`config.mk`:
```
export PLATFORM = sky130hd
export DESIGN_NAME = decode_stage
export DESIGN_NICKNAME = d
export VERILOG_FILES = /design/src/rtl/decode_stage.sv
export SDC_FILE = /design/constraint.sdc
export NUM_CORES = 2
export LEC_CHECK = 0
export ABC_CLOCK_PERIOD_IN_PS = 5300
export CORE_UTILIZATION = 59
export CTS_CLUSTER_DIAMETER = 150
export DETAILED_ROUTE_END_ITERATION = 8
export GPL_TIMING_DRIVEN = 1
export PLACE_DENSITY = 0.8
export REMOVE_ABC_BUFFERS = 1
export SETUP_SLACK_MARGIN = 0.02
export SYNTH_ARGS = -nofsm -noshare
export SYNTH_HDL_FRONTEND = slang
export SYNTH_SLANG_ARGS = --single-unit
export TNS_END_PERCENT = 20
```
`constraint.sdc`:
```
create_clock -name clk -period 5.3 [get_ports clk]
set_input_delay 1.06 -clock clk [delete_from_list [all_inputs] [get_ports clk]]
set_output_delay 1.06 -clock clk [all_outputs]
set_load 0.01 [all_outputs]
```
`src/rtl/decode_stage.sv`:
```
// decode_stage: IF/ID register with stall/flush, MIPS-subset decoder,
// 32x32 register file with write-through bypass, and a sticky flag
// for undecodable instructions. Next-PC controls return to the fetcher.
module decode_stage (
  input  logic        clk,
  input  logic        rst,
  input  logic [31:0] instruction,
  input  logic        Stall,
  input  logic        Flush,
  input  logic        WbRegWrite,
  input  logic [4:0]  WbReg,
  input  logic [31:0] WbData,
  output logic [15:0] imm16,
  output logic [25:0] target,
  output logic [4:0]  Rd,
  output logic [31:0] BusA,
  output logic [31:0] BusB,
  output logic        BranchSignal,
  output logic        Jump,
  output logic        BranchCondition,
  output logic        RegDst,
  output logic        ALUSrc,
  output logic        MemToReg,
  output logic        RegWrite,
  output logic        MemWrite,
  output logic        ExtOp,
  output logic [2:0]  ALUCtr,
  output logic        Valid,
  output logic        Illegal
);

  localparam logic [5:0] OP_RTYPE = 6'h00;
  localparam logic [5:0] OP_J     = 6'h02;
  localparam logic [5:0] OP_BEQ   = 6'h04;
  localparam logic [5:0] OP_ORI   = 6'h0D;
  localparam logic [5:0] OP_LUI   = 6'h0F;
  localparam logic [5:0] OP_LW    = 6'h23;
  localparam logic [5:0] OP_SW    = 6'h2B;

  localparam logic [5:0] FN_ADDU  = 6'h21;
  localparam logic [5:0] FN_SUBU  = 6'h23;
  localparam logic [5:0] FN_SLT   = 6'h2A;

  localparam logic [2:0] ALU_ADD  = 3'b000;
  localparam logic [2:0] ALU_SUB  = 3'b001;
  localparam logic [2:0] ALU_SLT  = 3'b010;
  localparam logic [2:0] ALU_OR   = 3'b011;
  localparam logic [2:0] ALU_LUI  = 3'b100;

  logic [31:0] r_instr_p0;
  logic        r_vld_p0;
  logic        r_illegal;
  logic [31:0] r_regs [0:31];

  logic [5:0]  w_op;
  logic [5:0]  w_fn;
  logic [4:0]  w_rs;
  logic [4:0]  w_rt;
  logic [4:0]  w_rd;
  logic        w_legal;
  logic        w_en;
  logic        w_wb_hit;

  logic        w_regdst;
  logic        w_alusrc;
  logic        w_memtoreg;
  logic        w_regwrite;
  logic        w_memwrite;
  logic        w_extop;
  logic        w_branch;
  logic        w_jump;
  logic [2:0]  w_aluctr;

  // ---- stage p0: IF/ID register (reset > flush > stall > load)
  always_ff @(posedge clk) begin
    if (rst || Flush) begin
      r_instr_p0 <= 32'd0;
      r_vld_p0   <= 1'b0;
    end else if (!Stall) begin
      r_instr_p0 <= instruction;
      r_vld_p0   <= 1'b1;
    end
  end

  assign w_op = r_instr_p0[31:26];
  assign w_fn = r_instr_p0[5:0];
  assign w_rs = r_instr_p0[25:21];
  assign w_rt = r_instr_p0[20:16];
  assign w_rd = r_instr_p0[15:11];

  // Raw decode of the held word; w_legal is low for anything outside the subset
  always_comb begin
    w_regdst   = 1'b0;
    w_alusrc   = 1'b0;
    w_memtoreg = 1'b0;
    w_regwrite = 1'b0;
    w_memwrite = 1'b0;
    w_extop    = 1'b0;
    w_branch   = 1'b0;
    w_jump     = 1'b0;
    w_aluctr   = ALU_ADD;
    w_legal    = 1'b1;
    if (r_instr_p0 == 32'd0) begin
      w_legal = 1'b1;
    end else begin
      case (w_op)
        OP_RTYPE: begin
          case (w_fn)
            FN_ADDU: begin w_regdst = 1'b1; w_regwrite = 1'b1; w_aluctr = ALU_ADD; end
            FN_SUBU: begin w_regdst = 1'b1; w_regwrite = 1'b1; w_aluctr = ALU_SUB; end
            FN_SLT:  begin w_regdst = 1'b1; w_regwrite = 1'b1; w_aluctr = ALU_SLT; end
            default: w_legal = 1'b0;
          endcase
        end
        OP_ORI: begin w_alusrc = 1'b1; w_regwrite = 1'b1; w_aluctr = ALU_OR; end
        OP_LUI: begin w_alusrc = 1'b1; w_regwrite = 1'b1; w_aluctr = ALU_LUI; end
        OP_LW: begin
          w_alusrc = 1'b1; w_memtoreg = 1'b1; w_regwrite = 1'b1; w_extop = 1'b1;
          w_aluctr = ALU_ADD;
        end
        OP_SW: begin w_alusrc = 1'b1; w_memwrite = 1'b1; w_extop = 1'b1; w_aluctr = ALU_ADD; end
        OP_BEQ: begin w_branch = 1'b1; w_aluctr = ALU_SUB; end
        OP_J:   w_jump = 1'b1;
        default: w_legal = 1'b0;
      endcase
    end
  end

  // Bubbles and undecodable words must not drive any datapath or next-PC action
  assign w_en = r_vld_p0 & w_legal;

  assign RegDst       = w_en & w_regdst;
  assign ALUSrc       = w_en & w_alusrc;
  assign MemToReg     = w_en & w_memtoreg;
  assign RegWrite     = w_en & w_regwrite;
  assign MemWrite     = w_en & w_memwrite;
  assign ExtOp        = w_en & w_extop;
  assign BranchSignal = w_en & w_branch;
  assign Jump         = w_en & w_jump;
  assign ALUCtr       = w_en ? w_aluctr : 3'b000;

  assign imm16  = r_instr_p0[15:0];
  assign target = r_instr_p0[25:0];
  assign Rd     = RegDst ? w_rd : w_rt;
  assign Valid  = r_vld_p0;

  // Sticky flag: once an undecodable word is seen valid, only reset clears it
  always_ff @(posedge clk) begin
    if (rst) begin
      r_illegal <= 1'b0;
    end else if (r_vld_p0 && !w_legal) begin
      r_illegal <= 1'b1;
    end
  end

  assign Illegal = r_illegal;

  // Register file write; independent of Stall/Flush so writeback is never lost
  always_ff @(posedge clk) begin
    if (rst) begin
      for (int i = 0; i < 32; i++) begin
        r_regs[i] <= 32'd0;
      end
    end else if (WbRegWrite && (WbReg != 5'd0)) begin
      r_regs[WbReg] <= WbData;
    end
  end

  // Same-cycle writeback is forwarded so a consumer never sees a stale value
  assign w_wb_hit = WbRegWrite && (WbReg != 5'd0);

  assign BusA = (w_rs == 5'd0) ? 32'd0 :
                (w_wb_hit && (WbReg == w_rs)) ? WbData : r_regs[w_rs];
  assign BusB = (w_rt == 5'd0) ? 32'd0 :
                (w_wb_hit && (WbReg == w_rt)) ? WbData : r_regs[w_rt];

  assign BranchCondition = (BusA == BusB);

endmodule

```
==> metrics <==
status finished, violations left; failing checks design-rule violations, negative setup slack; Final Hold Vio Count 0; FFs w/ async S/R, synth 0%; share of the yosys chip area belonging to registers between 50% and 60%; mean post-synth cell area ~14 um2; Startpoint Class register; htree depth 3; fmax about 0.18 GHz; most frequent cells in the layout edfxtp_1 (1,024), and2_1 (996), mux2i_1 (473); final WL between 200 and 250 mm; cts hold-fix bufs 0; fillers 6,355; CP Max Fanout 19; iteration-0 DRC count of the detailed router 7,855; Worst-Skew Late Latency between 700 and 800 ps; first-pass GRT wire length 308 mm; CTS max path bufs 3; Total Routing Usage GR 43.9%; # setup viols final 1; final net count around 4,700; clk slew on worst S/H paths 60 ps; DP Wirelength 134 mm; required time worst endpoint between 4000 and 5000 ps; synth warn 0; critical path class reg -> out; worst slew pin tran 1200 ps; worst path arrival time 4500 ps; Pwr per Cell Area roughly 310 nW/um2; Routed WL per cell between 30 and 40 um; largest net degree at the start of global routing 64; Initial Util around three fifths; drt first pass iters 9; CTS Sinks roughly 1,100; LEAKAGE 23.5 nW; drt drc 2; share of cells above drive strength 1 around a quarter; Hold Slack between 400 and 500 ps; die width between 300 and 400 um; register area 31,700 um2; CTS Buf Count 110; vias in the first global route 44,100; gate count of the mapped netlist between 4,000 and 5,000; chip height approximately 320 um; initial antenna violation count 15; Max transition margin about a fifth; GRT overflow 0; fin. max-slew vios 0; Syn Std Cell Area 58,200 um2; Yosys reg bits between 1,000 and 1,500; Most used DFF post-synth edfxtp_1; skew final ~6.6 ps; worst setup margin -262 ps; TritonCTS clock tree built; RSZ-0062 raised after global routing true; placer congestion estimate between 1 and 1.5; number of core rows around 110; number of library cell types mapped by synthesis 63; Final period util 105%; via count about 44,000; Post-synth EDFFs 1,024; num ports just under 200; Layout area overhead 18.3%; antenna-violating nets left 0; vias per cell 7.34; Tmin final around 5600 ps; Die Area 100,000 um2; pre-CTS WS -912 ps; total core area 97,300 um2; worst min path class reg -> reg; most common cell after layout, fill and taps aside edfxtp_1; PortBufs approximately 200; clk root buf clkbuf_16; Worst setup EP type output port; worst vdd ir 287 uV; area of the multi-input gates about 25,000 um2; Max-Cap Viols 0
-- final timing paths --
path	from	end	slack [ps]	depth (start not counted)
worst max register to register	r_instr_p0[31]	Illegal	3050	8
worst min-delay path	Illegal	Illegal	500	2
worst max-delay path	register	BranchCondition	-260	12
worst min register to register	Illegal	Illegal	500	2
-- power breakdown --
| part | internal (mW) | leakage [nW] | switching [mW] | total, mW |
|---|---|---|---|---|
| Combinational | 1.20 | 11.5 | 1.68 | 2.88 |
| Clock | 4.74 | 1.83 | 3.45 | 8.20 |
| Sequential | 9.70 | 10.1 | 0.272 | 9.97 |
| Total | 15.6 | 23.5 | 5.40 | 21.1 |
-- Yosys cell counts, drive strengths merged, types with 48 or more instances --
library cell     n  area share (%)
nand3           53            0.46
clkbuf         324             2.1
mux4           301              12
or2             48            0.52
a22oi           55            0.71
nor2           100            0.64
o21ai           94            0.81
edfxtp        1024              53
buf            158             1.9
a21oi           56            0.48
mux2i          475             8.2
a221oi         188             2.8
and2           998              11
-- metal layers --
metal | global-route usage (%) | share of wire [%] | vias to the layer above
met2 | 63.1 | 42 | 4418
met4 | 33.9 | 9.2 | 16
met1 | 54.5 | 32 | 21500
met3 | 15.4 | 16 | 1153
met5 | 0 | 0.11 | -
li1 | - | - | 17000
-- worst max-delay path: stages, from the launching register on --
cell and delay [ps]:
dfxtp_4 610, buf_12 270, buf_4 200, buf_4 210, mux4_2 330, a22oi_1 230
nand3_2 270, a32o_1 380, xor2_1 170, nor4_1 310, and4_2 360, and4_4 290
buf_6 120
-- flip-flops by register name (all words and copies together), names as in the netlist, named ones only --
signal      cells
Illegal         1
r_instr_p0     32
r_regs       1024
Valid           1
-- through the flow --
step | cell area (um2) | setup TNS (ps) | total power [mW] | utilization (%) | instances
after floorplan | 56100 | -692430 | 11.5 | - | 3844
after global placement | 64100 | -883 | 12.7 | 65.9 | 5755
after global routing | 68900 | -261 | 21.4 | 70.8 | 6002
after detailed placement | 64100 | -912 | 12.8 | 65.9 | 5755
after CTS | 68600 | -124 | 20.8 | 70.6 | 5994
final | 68900 | -262 | 21.1 | 70.8 | 6009
-- cell type report --
| type | count | area share [%] |
|---|---|---|
| flip-flops and latches | 1068 | 46.0 |
| multi-input cells | 2764 | 36.2 |
| repair buffers | 675 | 9.97 |
| clock buffers | 143 | 4.38 |
| well taps | 1276 | 2.32 |
| clock inverters | 64 | 1.08 |
| inverters | 12 | 0.0690 |
| diodes | 7 | 0.0254 |
-- kinds of logic after synthesis --
group | Yosys count | synth area share, %
muxes | 796 | 20.2
xor gates and xnor gates | 42 | 0.632
buffers and inverters | 494 | 4.02
AOI/OAI and AO/OA | 553 | 7.18
and+or+nand+nor | 1341 | 13.7
DFF | 1068 | 54.3
other | 1 | 0.00644
-- repair_timing --
item,in CTS,in global routing
gates resized for setup,78,37
cloned,7,1
buffers inserted,25,7
pin swaps,18,7
setup endpoints to repair,1,3
Power figures use the tool's default switching activity.
